File: src/rtl/btn_step_debouncer.sv
// Push-button conditioner: synchronises btn_raw, debounces press and release,
// and emits one-cycle step pulses (one per accepted press plus auto-repeats).
module btn_step_debouncer #(
    parameter int SYNC_STAGES     = 2,
    parameter int DEBOUNCE_CYCLES = 200000,
    parameter int REPEAT_DELAY    = 5000000,
    parameter int REPEAT_PERIOD   = 2000000
) (
    input  logic clk,
    input  logic rst_n,
    input  logic btn_raw,
    input  logic repeat_en,
    output logic step_pulse,
    output logic btn_level,
    output logic repeat_active
);

    localparam int REP_MAX = (REPEAT_DELAY > REPEAT_PERIOD) ? REPEAT_DELAY : REPEAT_PERIOD;
    localparam int DB_W    = $clog2(DEBOUNCE_CYCLES + 1);
    localparam int REP_W   = $clog2(REP_MAX + 1);

    localparam logic [DB_W-1:0]  DB_ZERO         = DB_W'(0);
    localparam logic [DB_W-1:0]  DB_ONE          = DB_W'(1);
    localparam logic [DB_W-1:0]  DB_LAST         = DB_W'(DEBOUNCE_CYCLES - 1);
    localparam logic [REP_W-1:0] REP_ZERO        = REP_W'(0);
    localparam logic [REP_W-1:0] REP_ONE         = REP_W'(1);
    localparam logic [REP_W-1:0] REP_MAX_V       = REP_W'(REP_MAX);
    localparam logic [REP_W-1:0] REP_DELAY_LAST  = REP_W'(REPEAT_DELAY - 1);
    localparam logic [REP_W-1:0] REP_PERIOD_LAST = REP_W'(REPEAT_PERIOD - 1);
    localparam bit               DB_SINGLE       = (DEBOUNCE_CYCLES == 1);

    typedef enum logic [1:0] {
        RELEASED    = 2'd0,
        PRESS_DEB   = 2'd1,
        HELD        = 2'd2,
        RELEASE_DEB = 2'd3
    } state_t;

    logic [SYNC_STAGES-1:0] sync_q;
    logic [SYNC_STAGES-1:0] sync_d;
    logic                   btn_s;

    state_t                 state_q;
    state_t                 state_d;
    logic [DB_W-1:0]        db_cnt_q;
    logic [DB_W-1:0]        db_cnt_d;
    logic [REP_W-1:0]       rep_cnt_q;
    logic [REP_W-1:0]       rep_cnt_d;
    logic [REP_W-1:0]       rep_last_s;
    logic                   step_pulse_q;
    logic                   step_pulse_d;
    logic                   btn_level_q;
    logic                   btn_level_d;
    logic                   repeat_active_q;
    logic                   repeat_active_d;

    // Synchroniser shift chain; only the last stage feeds the FSM.
    always_comb begin
        sync_d = {sync_q[SYNC_STAGES-2:0], btn_raw};
    end

    assign btn_s = sync_q[SYNC_STAGES-1];

    // Next-state, counter and output logic of the debounce/repeat FSM.
    always_comb begin
        state_d         = state_q;
        db_cnt_d        = db_cnt_q;
        rep_cnt_d       = rep_cnt_q;
        step_pulse_d    = 1'b0;
        btn_level_d     = btn_level_q;
        repeat_active_d = repeat_active_q;
        rep_last_s      = repeat_active_q ? REP_PERIOD_LAST : REP_DELAY_LAST;

        case (state_q)
            RELEASED: begin
                if (btn_s) begin
                    if (DB_SINGLE) begin
                        state_d      = HELD;
                        db_cnt_d     = DB_ZERO;
                        rep_cnt_d    = REP_ZERO;
                        step_pulse_d = 1'b1;
                        btn_level_d  = 1'b1;
                    end else begin
                        state_d  = PRESS_DEB;
                        db_cnt_d = DB_ONE;
                    end
                end else begin
                    db_cnt_d = DB_ZERO;
                end
            end

            PRESS_DEB: begin
                if (!btn_s) begin
                    state_d  = RELEASED;
                    db_cnt_d = DB_ZERO;
                end else if (db_cnt_q >= DB_LAST) begin
                    state_d      = HELD;
                    db_cnt_d     = DB_ZERO;
                    rep_cnt_d    = REP_ZERO;
                    step_pulse_d = 1'b1;
                    btn_level_d  = 1'b1;
                end else begin
                    db_cnt_d = db_cnt_q + DB_ONE;
                end
            end

            HELD: begin
                // A pulse is deferred by one cycle if the previous cycle already pulsed.
                if (!repeat_en) begin
                    rep_cnt_d       = REP_ZERO;
                    repeat_active_d = 1'b0;
                end else if (btn_s) begin
                    if ((rep_cnt_q >= rep_last_s) && !step_pulse_q) begin
                        rep_cnt_d       = REP_ZERO;
                        step_pulse_d    = 1'b1;
                        repeat_active_d = 1'b1;
                    end else if (rep_cnt_q < REP_MAX_V) begin
                        rep_cnt_d = rep_cnt_q + REP_ONE;
                    end else begin
                        rep_cnt_d = rep_cnt_q;
                    end
                end else begin
                    rep_cnt_d = rep_cnt_q;
                end

                if (!btn_s) begin
                    state_d  = RELEASE_DEB;
                    db_cnt_d = DB_ONE;
                end else begin
                    db_cnt_d = DB_ZERO;
                end
            end

            RELEASE_DEB: begin
                if (btn_s) begin
                    state_d  = HELD;
                    db_cnt_d = DB_ZERO;
                end else if (db_cnt_q >= DB_LAST) begin
                    state_d         = RELEASED;
                    db_cnt_d        = DB_ZERO;
                    btn_level_d     = 1'b0;
                    repeat_active_d = 1'b0;
                end else begin
                    db_cnt_d = db_cnt_q + DB_ONE;
                end
            end

            default: begin
                state_d         = RELEASED;
                db_cnt_d        = DB_ZERO;
                rep_cnt_d       = REP_ZERO;
                btn_level_d     = 1'b0;
                repeat_active_d = 1'b0;
            end
        endcase
    end

    // State, counter, synchroniser and output registers.
    always_ff @(posedge clk or negedge rst_n) begin
        if (!rst_n) begin
            sync_q          <= {SYNC_STAGES{1'b0}};
            state_q         <= RELEASED;
            db_cnt_q        <= DB_ZERO;
            rep_cnt_q       <= REP_ZERO;
            step_pulse_q    <= 1'b0;
            btn_level_q     <= 1'b0;
            repeat_active_q <= 1'b0;
        end else begin
            sync_q          <= sync_d;
            state_q         <= state_d;
            db_cnt_q        <= db_cnt_d;
            rep_cnt_q       <= rep_cnt_d;
            step_pulse_q    <= step_pulse_d;
            btn_level_q     <= btn_level_d;
            repeat_active_q <= repeat_active_d;
        end
    end

    assign step_pulse    = step_pulse_q;
    assign btn_level     = btn_level_q;
    assign repeat_active = repeat_active_q;

endmodule

File: config.mk
export PLATFORM = sky130hd
export DESIGN_NAME = btn_step_debouncer
export DESIGN_NICKNAME = d
export VERILOG_FILES = /design/src/rtl/btn_step_debouncer.sv
export SDC_FILE = /design/constraint.sdc
export NUM_CORES = 1
export LEC_CHECK = 0
export ABC_CLOCK_PERIOD_IN_PS = 2400
export BUFFER_PORTS_ARGS = -buffer_cell sky130_fd_sc_hd__buf_2
export CORE_ASPECT_RATIO = 2
export CORE_MARGIN = 10
export CORE_UTILIZATION = 30
export DETAILED_ROUTE_END_ITERATION = 12
export PLACE_DENSITY = 0.42
export SLEW_MARGIN = 25
export SYNTH_ARGS = -nofsm -noshare
export SYNTH_HDL_FRONTEND = slang
export SYNTH_SLANG_ARGS = --single-unit
File: constraint.sdc
create_clock -name clk -period 2.4 [get_ports clk]
set_input_delay 0.24 -clock clk [delete_from_list [all_inputs] [get_ports clk]]
set_output_delay 0.24 -clock clk [all_outputs]
set_load 0.02 [all_outputs]
==> results of run 1 <==
## final timing paths
path	from	endpoint	slack (ns)	cells past startpoint
min in group asynchronous	rst_n	btn_level	0.43	2
setup reg to reg	repeat_active	rep_cnt_q[4]	-0.02	10
setup / recovery	repeat_active	rep_cnt_q[4]	-0.02	10
max in group asynchronous	rst_n	rep_cnt_q[19]	1.30	3
hold / removal	btn_raw	sync_q[0]	0.04	1
hold reg to reg	sync_q[0]	sync_q[1]	0.35	0
## report_power, final
group	switching [W]	leakage [nW]	internal, W
logic	0.000379	0.927	0.000245
registers	0.0000361	0.659	0.000848
clock network	0.000322	0.0766	0.000412
## final cells by class
cell class,count,area (um2)
inverter,26,97.6
sequential,48,1200
multi-input combinational,266,1860
fill,1086,6500
clock buffer,6,139
clock inverter,2,10.0
tap,137,171
timing repair buffer,54,433
## routing by layer
layer	vias to the layer above	GRT usage [%]	wire length, um
met2	48	25.6	5660
li1	1412	-	-
met1	1397	12.3	3520
met5	-	0	0
met4	0	7.83	498
met3	22	1.72	181
## cells in the mapped netlist (5+ instances only)
| cell type | number |
|---|---|
| a21o_1 | 5 |
| a21oi_1 | 7 |
| a22o_1 | 9 |
| buf_2 | 8 |
| dfrtp_1 | 48 |
| ha_1 | 17 |
| inv_1 | 26 |
| nand2_1 | 22 |
| nand3_1 | 16 |
| nand4_1 | 8 |
| nor2_1 | 43 |
| nor3_1 | 17 |
| nor4_1 | 8 |
| o21a_1 | 5 |
| o21ai_0 | 6 |
| o31ai_1 | 14 |
| o32ai_1 | 10 |
| xnor2_1 | 5 |
| xor2_1 | 10 |
## kinds of logic (layout without fill, tap and decap cells)
group,Yosys count,after routing,share of synthesized area (%)
XOR/XNOR,15,15,4.13
adder cells (fa/ha/maj),17,17,6.69
flip-flops,48,48,37.8
buffers and inverters,40,88,5.39
AO/OA/AOI/OAI,93,93,23.1
multiplexers,1,1,0.354
AND/OR/NAND/NOR,140,140,22.5
## per-stage QoR
step | util, % | total power, W
final | 37.6 | 0.00224
after floorplan | - | 0.00128
after detailed placement | 35.1 | 0.00152
after CTS | 36.9 | 0.00227
after global placement | 35.1 | 0.00152
after global routing | 37.6 | 0.00236
## timing repair
action	4_1_cts	5_1_grt
endpoints found under the hold margin	17	0
hold buffers	1	0
setup buffers	1	2
setup endpoints to repair	23	25
resized for setup	0	13
pin swaps	1	6
## flip-flops by register name, summed over array words and instances (netlist names), named ones only
signal         flops
state_q            1
sync_q             2
db_cnt_q          18
step_pulse         1
btn_level          1
repeat_active      1
rep_cnt_q         23
## worst register-to-register path, stage by stage (launching register included)
cell      delay, ns
dfrtp_2        0.46
buf_6          0.14
ha_4           0.24
nand4_1        0.13
nor4_2         0.30
a211oi_2       0.15
o211ai_4       0.22
buf_12         0.15
nor3_4         0.05
buf_6          0.16
a221o_1        0.31
==> metrics.md, run 1 <==
| Metric | Value |
|---|---|
| Status | `finished, violations left` |
| Violated checks | `negative setup slack` |
| Placed Cells incl. Taps | `528` |
| Fin Hold WS | `between 0.04 and 0.05 ns` |
| ANT nets after route | `0` |
| Layout area overhead | `23.1%` |
| Area share of the largest cell type after synthesis | `37.8%` |
| Hold Vio Cnt, Final | `0` |
| Critical path type | `reg -> reg` |
| Worst-path cell chain | `buf_6, ha_4, nand4_1, nor4_2, a211oi_2, o211ai_4, buf_12, nor3_4, buf_6, a221o_1` |
| Mapped Nets | `375` |
| Fmax | `just over 0.4 GHz` |
| Vias in the first global route | `2929` |
| Residual DRC count | `0` |
| Worst EP required | `2.58 ns` |
| Share of cells above drive strength 1 | `20.9%` |
| Leakage power | `1.66 nW` |
| Flops & latches, synth | `48` |
| Initial Util | `30.5%` |
| Top fanout value on the critical path | `7` |
| Congestion Overflow GR | `0` |
| Initial drt markers | `146` |
| Crit path time final | `2.42 ns` |
| Total Routing Usage GR | `13.1%` |
| Final Cell Area | `0.00391 mm2` |
| CTS tree | `built` |
| Startpoint type of the worst setup path | `flop` |
| # IOs | `7` |
| HPWL after detailed placement | `7.46 mm` |
| Largest net degree at the start of global routing | `22` |
| TNS Setup | `-0.0232 ns` |
| Peak VDD IR | `0.338 mV` |
| Largest area contributor in the netlist | `dfrtp_1` |
| Worst Tran Pin Value | `around 0.63 ns` |
| Port buffer count | `6` |
| Final worst setup slack | `-0.0232 ns` |
| Ys Warns | `0` |
| Area contributors post-synth | `dfrtp_1, ha_1, nor2_1` |
| Total core area | `about 0.010 mm2` |
| Final Setup Violations | `1` |
| Finished Layout Cells | `539` |
| Crit path arrival time | `between 2 and 3 ns` |
| Worst-skew pair later-pin latency | `0.30 ns` |
| Total wire length | `between 9 and 10 mm` |
| TritonCTS Buffers | `5` |
| Post-synth EDFFs | `0` |
| Worst Setup Slack post-DPL | `-0.0542 ns` |
| Routability congestion estimate from global placement | `0.788` |
| CP delay by family, top | `compound AO/OA/AOI/OAI gates` |
| First-pass GRT wire length | `15.5 mm` |
| Via/cell ratio | `around 5.3` |
| Clk slew on worst S/H paths | `~0.070 ns` |
| Commonest non-fill, non-tap cell in the layout | `dfrtp_1` |
| Detailed Routing Iterations Pass 1 | `4` |
| Most used cell, CP | `buf_6` |
| Most frequent cells in the layout | `dfrtp_1, nor2_1, buf_4` |
| Clk sinks | `48` |
| Pins over their slew limit | `0` |
| Max clock buf depth | `2` |
| Distinct cells, synth | `60` |
| WP buf/inv | `3` |
| FP Rows | `53` |
| Worst min-delay path category | `in -> reg` |
| Worst slew margin | `58.0%` |
| Period utilization | `101%` |
| Sequential cell area fraction in the yosys report | `37.8%` |
| Max Cap Viol | `0` |
| Post-synth ARST share | `100%` |
| Total Die Area | `roughly 0.015 mm2` |
| Synth Instances | `354` |
| DP Area | `0.00366 mm2` |
| Vias | `between 2000 and 3000` |
| Pwr Density | `573 mW/mm2` |
| Diodes inserted | `0` |
| # nets final | `422` |
| CTS Root Cell | `clkbuf_16` |
| Worst clock skew | `0.00881 ns` |
| Die X | `92.8 um` |
| Critical path's largest stage delay | `0.46 ns` |
| Die Height | `166 um` |
| CP Capture Type | `flop` |
| Post-synthesis cell area | `0.00318 mm2` |
| Syn_area_per_cell | `about 9.0 um2` |
| # H-tree levels | `2` |
| DR WL/cell | `18.3 um` |
| RSZ-0062 raised after global routing | `yes` |
| Antenna violations before repair | `0` |
| Most common flop cell mapped by yosys | `dfrtp_1` |
| Critical-path top delay cell | `dfrtp_2` |
No activity file was read; power rests on OpenSTA's default activity.
==> inputs of run 2 (changes only) <==
--- a/config.mk
+++ b/config.mk
@@ -11,7 +11,7 @@
 export CORE_MARGIN = 10
 export CORE_UTILIZATION = 30
 export DETAILED_ROUTE_END_ITERATION = 12
-export PLACE_DENSITY = 0.42
+export GPL_TIMING_DRIVEN = 0
 export SLEW_MARGIN = 25
 export SYNTH_ARGS = -nofsm -noshare
 export SYNTH_HDL_FRONTEND = slang
==> run 2 against run 1 <==
The run still ends with negative setup slack left. Sequential share of layout area up 0.59 points. Via count up 0.90%. Combinational power down 12%. Clock power down 3.8%. Maximum frequency up 0.11%. Sequential cell count unchanged. Total power down 3.6%. Routed wire length down 5.4%. Global-route usage down 0.36 points. Count of clock-buffer cells in the layout down 1. Critical endpoint unchanged. Largest power group unchanged.
==> metrics.md, run 2 (synthesized netlist as in run 1, its figures left out) <==
| Metric | Value |
|---|---|
| Hold Vio Cnt, Final | `0` |
| WP buf/inv | `3` |
| Total power | `roughly 0.0022 W` |
| CTS tree | `built` |
| Max Cap Viol | `0` |
| Finished Core Util | `36.9%` |
| # nets final | `400` |
| Detailed Routing Iterations Pass 1 | `4` |
| Worst hold start | `btn_raw` |
| Final Cell Area | `0.00384 mm2` |
| Pins over their slew limit | `0` |
| Die Height | `166 um` |
| Worst Tran Pin Value | `0.625 ns` |
| Critical path's largest stage delay | `0.44 ns` |
| Total Die Area | `0.0154 mm2` |
| Pwr Density | `between 500 and 600 mW/mm2` |
| Initial drt markers | `234` |
| CP delay by family, top | `compound AO/OA/AOI/OAI gates` |
| Hold EP | `sync_q[0]` |
| Sw frac | `33.7%` |
| ANT nets after route | `0` |
| Diodes inserted | `0` |
| Hold path cells | `1` |
| Via/cell ratio | `5.62` |
| # fillers | `approximately 1100` |
| Worst slew margin | `58.3%` |
| Routability congestion estimate from global placement | `~0.91` |
| Die X | `between 90 and 100 um` |
| Clock power share | `32.7%` |
| Comb pwr share | `25.4%` |
| # IOs | `7` |
| Total core area | `0.0104 mm2` |
| Clk sinks | `48` |
| HPWL after detailed placement | `6.83 mm` |
| DP Area | `~0.0034 mm2` |
| Port buffer count | `6` |
| Top fanout value on the critical path | `8` |
| Crit path arrival time | `2.61 ns` |
| Period utilization | `101%` |
| Most frequent cells in the layout | `dfrtp_1, nor2_1, inv_1` |
| Switching pwr | `between 0.0007 and 0.0008 W` |
| Commonest non-fill, non-tap cell in the layout | `dfrtp_1` |
| Peak VDD IR | `0.298 mV` |
| Worst clock skew | `0.00828 ns` |
| TritonCTS Buffers | `5` |
| Vias in the first global route | `3121` |
| Max clock buf depth | `2` |
| Worst Setup Slack post-DPL | `-0.393 ns` |
| Worst EP required | `2.59 ns` |
| # H-tree levels | `2` |
| Max reg flops | `23` |
| Seq pwr share | `a little over two fifths` |
| CP Capture Type | `flop` |
| Fmax | `0.413 GHz` |
| First-pass GRT wire length | `around 15 mm` |
| Total wire length | `9.33 mm` |
| Violated checks | `negative setup slack` |
| Crit path launch | `repeat_active` |
| Reg2Reg Capture Point | `rep_cnt_q[4]` |
| CTS Root Cell | `clkbuf_16` |
| Vias | `2905` |
| Largest net degree at the start of global routing | `49` |
| Leakage power | `approximately 1.5 nW` |
| Flop-to-flop setup slack | `-0.02 ns` |
| Critical-path top delay cell | `dfrtp_2` |
| Worst-path cell chain | `buf_12, ha_4, nand4_1, nor4_2, a211oi_2, o211ai_4, buf_12, nor3_4, buf_6, a221o_1` |
| Layout area overhead | `20.7%` |
| Final Setup Violations | `2` |
| RR Startpoint | `repeat_active` |
| RSZ-0062 raised after global routing | `yes` |
| Startpoint type of the worst setup path | `flop` |
| Clk slew on worst S/H paths | `0.07 ns` |
| DR WL/cell | `18.0 um` |
| Crit path time final | `2.42 ns` |
| R2r worst-path depth | `10` |
| Residual DRC count | `0` |
| Top reg by flops | `rep_cnt_q` |
| Internal | `between 0.001 and 0.0015 W` |
| Worst min-delay path category | `in -> reg` |
| Critical path type | `reg -> reg` |
| Worst-skew pair later-pin latency | `around 0.3 ns` |
| Antenna violations before repair | `0` |
| Status | `finished, violations left` |
| Congestion Overflow GR | `0` |
| Biggest regs | `rep_cnt_q (23), db_cnt_q (18), sync_q (2)` |
| Total Routing Usage GR | `12.7%` |
| Most used cell, CP | `buf_12` |
| Initial Util | `30.5%` |
| Share of cells above drive strength 1 | `roughly a fifth` |
| Final worst setup slack | `-0.0206 ns` |
| FP Rows | `53` |
-- run 2: cell types whose count changed in the layout (fill, tap and decap cells not counted), moves of 2 or more --
cell      delta
buf_2        +3
ha_2         +2
nor4_4       +4
clkbuf_1     +2
a21oi_1      -2
buf_4       -30
nor4_1       -3
ha_1         -4
ha_4         +2
clkbuf_4     +2
-- run 2: metal layers --
layer  global-route usage, %  vias up  routed length [um]
li1                        -     1374                   -
met2                    24.3       82                5360
met1                    11.1     1412                3080
met3                    2.17       37                 284
met5                       0        -                   0
met4                    10.3        0                 602
-- run 2: worst max path at each step --
stage	endpoint	slack [ns]	cells after the start
2_1_floorplan	rep_cnt_q[4]	0.05	9
3_3_place_gp	rep_cnt_q[5]	-0.31	9
3_5_place_dp	rep_cnt_q[18]	-0.39	9
4_1_cts	rep_cnt_q[8]	-0.005	9
5_1_grt	rep_cnt_q[4]	-0.08	10
6_report	rep_cnt_q[4]	-0.02	10
-- run 2: power by group through the flow --
stage	clock, W	combinational (W)	sequential (W)
floorplan	0	0.000374	0.000902
global placement	0	0.000504	0.000918
detailed placement	0	0.000516	0.000920
CTS	0.000732	0.000539	0.000904
global route	0.000761	0.000625	0.000912
finish	0.000706	0.000550	0.000905
-- run 2: per-stage QoR --
stage          TNS (ns)  cells  hold slack, ns
2_1_floorplan         0    354         -0.0556
3_3_place_gp      -6.60    497           0.331
3_5_place_dp      -8.45    497           0.300
4_1_cts        -0.00467    511          0.0430
5_1_grt          -0.924    517          0.0525
6_report        -0.0260    517          0.0500
-- run 2: area by class of cell --
type	instances	area, um2	area share [%]
multi-input cells	266	1970	51.4
clock inverters	3	18.8	0.489
clock buffers	5	125	3.26
repair buffers	18	154	4.01
plain buffers	14	95.1	2.48
flip-flops and latches	48	1200	31.3
well taps	137	171	4.47
inverters	26	97.6	2.54
-- run 2: timing repair --
item                                   in CTS  in global routing
setup endpoints to repair                  35                 35
pin swaps                                   4                 12
setup buffers                               5                  5
gates resized for setup                    18                 20
endpoints found under the hold margin      23                  0
cloned                                      0                  1
hold buffers                                1                  0
==> inputs of run 3 (changes only) <==
--- a/config.mk
+++ b/config.mk
@@ -7,7 +7,7 @@
 export LEC_CHECK = 0
 export ABC_CLOCK_PERIOD_IN_PS = 2400
 export BUFFER_PORTS_ARGS = -buffer_cell sky130_fd_sc_hd__buf_2
-export CORE_ASPECT_RATIO = 2
+export CORE_ASPECT_RATIO = 1.25
 export CORE_MARGIN = 10
 export CORE_UTILIZATION = 30
 export DETAILED_ROUTE_END_ITERATION = 12
==> run 3 against run 2 <==
The flow still finishes with violations (negative setup slack). Count of clock-buffer cells in the layout is 2 higher. Routed wire length down 14%. Global-route usage decreased by 1.9 points. Critical path type unchanged. Sequential power fell by 0.8%. Die area down 1.5%. Sequential share of layout area is 0.76 points higher. Total power is 5.5% higher. Final area down 2.3%. Combinational power fell by 2%.
==> metrics.md, run 3 (synthesized netlist as in run 1, its figures left out) <==
| Metric | Value |
|---|---|
| # H-tree levels | `2` |
| Worst EP required | `2.57 ns` |
| Worst-skew pair later-pin latency | `a little under 0.3 ns` |
| Clock power share | `37.0%` |
| Final Setup Violations | `2` |
| Residual DRC count | `0` |
| Max clock buf depth | `2` |
| Commonest non-fill, non-tap cell in the layout | `dfrtp_1` |
| Leakage power | `about 1.5 nW` |
| RR Startpoint | `repeat_active` |
| Initial drt markers | `109` |
| Finished Core Util | `a little under two fifths` |
| CTS Root Cell | `clkbuf_16` |
| Die X | `112 um` |
| First-pass GRT wire length | `about 14 mm` |
| Total Routing Usage GR | `around 11%` |
| Multi-input gate area | `0.00191 mm2` |
| HPWL after detailed placement | `5.60 mm` |
| Layout area overhead | `18.0%` |
| Worst Tran Pin Value | `0.626 ns` |
| Critical-path top delay cell | `dfrtp_2` |
| Final worst setup slack | `-0.0110 ns` |
| CP Capture Type | `flop` |
| Via/cell ratio | `5.56` |
| Critical path type | `reg -> reg` |
| Fmax | `0.415 GHz` |
| Antenna violations before repair | `0` |
| DR WL/cell | `roughly 16 um` |
| Total core area | `0.0102 mm2` |
| Switching pwr | `0.000689 W` |
| FF+latch area | `0.00120 mm2` |
| Clk sinks | `48` |
| Top reg by flops | `rep_cnt_q` |
| Flop-to-flop setup slack | `-0.01 ns` |
| Clk slew on worst S/H paths | `0.07 ns` |
| RSZ-0062 raised after global routing | `yes` |
| Internal | `around 0.0016 W` |
| R2r worst-path depth | `9` |
| Detailed Routing Iterations Pass 1 | `4` |
| Crit path launch | `repeat_active` |
| Peak VDD IR | `0.357 mV` |
| Worst min-delay path category | `in -> reg` |
| Pwr Density | `between 600 and 700 mW/mm2` |
| # nets final | `394` |
| Worst Setup Slack post-DPL | `-0.437 ns` |
| Worst-path cell chain | `ha_1, nand4_1, nor4_2, a211oi_2, o211ai_4, buf_12, nor3_4, buf_6, a221o_1` |
| Top fanout value on the critical path | `8` |
| TritonCTS Buffers | `5` |
| Max Cap Viol | `0` |
| Share of cells above drive strength 1 | `between 10% and 20%` |
| Vias in the first global route | `2782` |
| Termination of the worst setup path | `rep_cnt_q[4]` |
| Largest net degree at the start of global routing | `between 40 and 50` |
| ANT nets after route | `0` |
| Critical path's largest stage delay | `0.49 ns` |
| Startpoint type of the worst setup path | `flop` |
| # fillers | `1027` |
| Vias | `2796` |
| # IOs | `7` |
| Pins over their slew limit | `0` |
| Total Die Area | `0.0151 mm2` |
| Worst clock skew | `0.0122 ns` |
| Congestion Overflow GR | `0` |
| Total wire length | `8.03 mm` |
| Initial Util | `31.1%` |
| FP Rows | `41` |
| Hold Vio Cnt, Final | `0` |
| Diodes inserted | `0` |
| Routability congestion estimate from global placement | `0.858` |
| Status | `finished, violations left` |
| Worst slew margin | `roughly three fifths` |
| Port buffer count | `6` |
| Sw frac | `30.2%` |
| Comb pwr share | `23.6%` |
| Most frequent cells in the layout | `dfrtp_1, nor2_1, inv_1` |
| Crit path arrival time | `2.58 ns` |
| CTS tree | `built` |
| Crit path time final | `about 2.4 ns` |
| Violated checks | `negative setup slack` |
| Biggest regs | `rep_cnt_q (23), db_cnt_q (18), sync_q (2)` |
| Period utilization | `100%` |
| Total power | `0.00228 W` |
| Max reg flops | `23` |
| Seq pwr share | `39.4%` |
| Reg2Reg Capture Point | `rep_cnt_q[4]` |
| Die Height | `135 um` |
[run 3: cell count changes in the layout (fill, tap and decap cells not counted), moves of 3 or more]
cell     previous run  this run
ha_4                4         1
buf_4              11         5
o32ai_1            10         7
ha_1               11        16
nor4_2              1         4
o32ai_2             0         3
nor4_4              4         1
[run 3: how the worst min path moves through the flow]
| stage | cells past startpoint | from | end | slack [ns] |
|---|---|---|---|---|
| global placement | 0 | sync_q[0] | sync_q[1] | 0.33 |
| CTS | 1 | btn_raw | sync_q[0] | 0.06 |
| detailed placement | 1 | rst_n | rep_cnt_q[16] | 0.31 |
| global route | 1 | btn_raw | sync_q[0] | 0.06 |
| finish | 1 | btn_raw | sync_q[0] | 0.06 |
| floorplan | 0 | rst_n | asynchronous set/reset pin | -0.06 |
[run 3: cell type report]
| type | instances | area share, % |
|---|---|---|
| Buffer | 14 | 2.50 |
| Sequential cell | 48 | 32.1 |
| Timing Repair Buffer | 12 | 2.57 |
| Multi-Input combinational cell | 266 | 51.0 |
| Clock inverter | 1 | 0.801 |
| Inverter | 26 | 2.67 |
| Clock buffer | 7 | 4.07 |
| Tap cell | 129 | 4.30 |
[run 3: metrics by stage]
step | hold slack (ns) | cells | instance area [um2] | TNS [ns]
after floorplan | -0.0556 | 354 | 3180 | 0
after detailed placement | 0.307 | 489 | 3370 | -7.46
after global routing | 0.0554 | 503 | 3750 | -1.49
final | 0.0615 | 503 | 3750 | -0.0128
after global placement | 0.332 | 489 | 3370 | -6.24
after CTS | 0.0581 | 503 | 3670 | 0
[run 3: repair_timing]
action                                  4_1_cts  5_1_grt
endpoints found under the hold margin        20        0
endpoints found under the setup margin       35       31
setup buffers                                 5        0
hold buffers                                  1        0
pin swaps                                     4        2
resized for setup                            14       17
[run 3: routing by layer]
layer	wire [um]	part of all wire [%]	global-route usage, %	up-vias
met5	0	0	0	-
met2	3940	49	18.5	68
li1	-	-	-	1365
met1	3450	43	12.5	1342
met3	348	4.3	1.99	21
met4	289	3.6	5.72	0
[run 3: power groups by stage]
stage,clock (W),sequential (W),combinational (W)
finish,0.000844,0.000898,0.000538
global placement,0,0.000911,0.000504
floorplan,0,0.000902,0.000374
global route,0.000897,0.000907,0.000614
detailed placement,0,0.000913,0.000509
CTS,0.000860,0.000897,0.000522
[run 3: critical path, delay by kind of cell (launching register included)]
family                   cells  cell delay (ns)
AO/OA/AOI/OAI                3             0.63
AND/OR/NAND/NOR              3             0.51
flip-flops                   1             0.49
adder cells (fa/ha/maj)      1             0.34
buffers and inverters        2             0.32
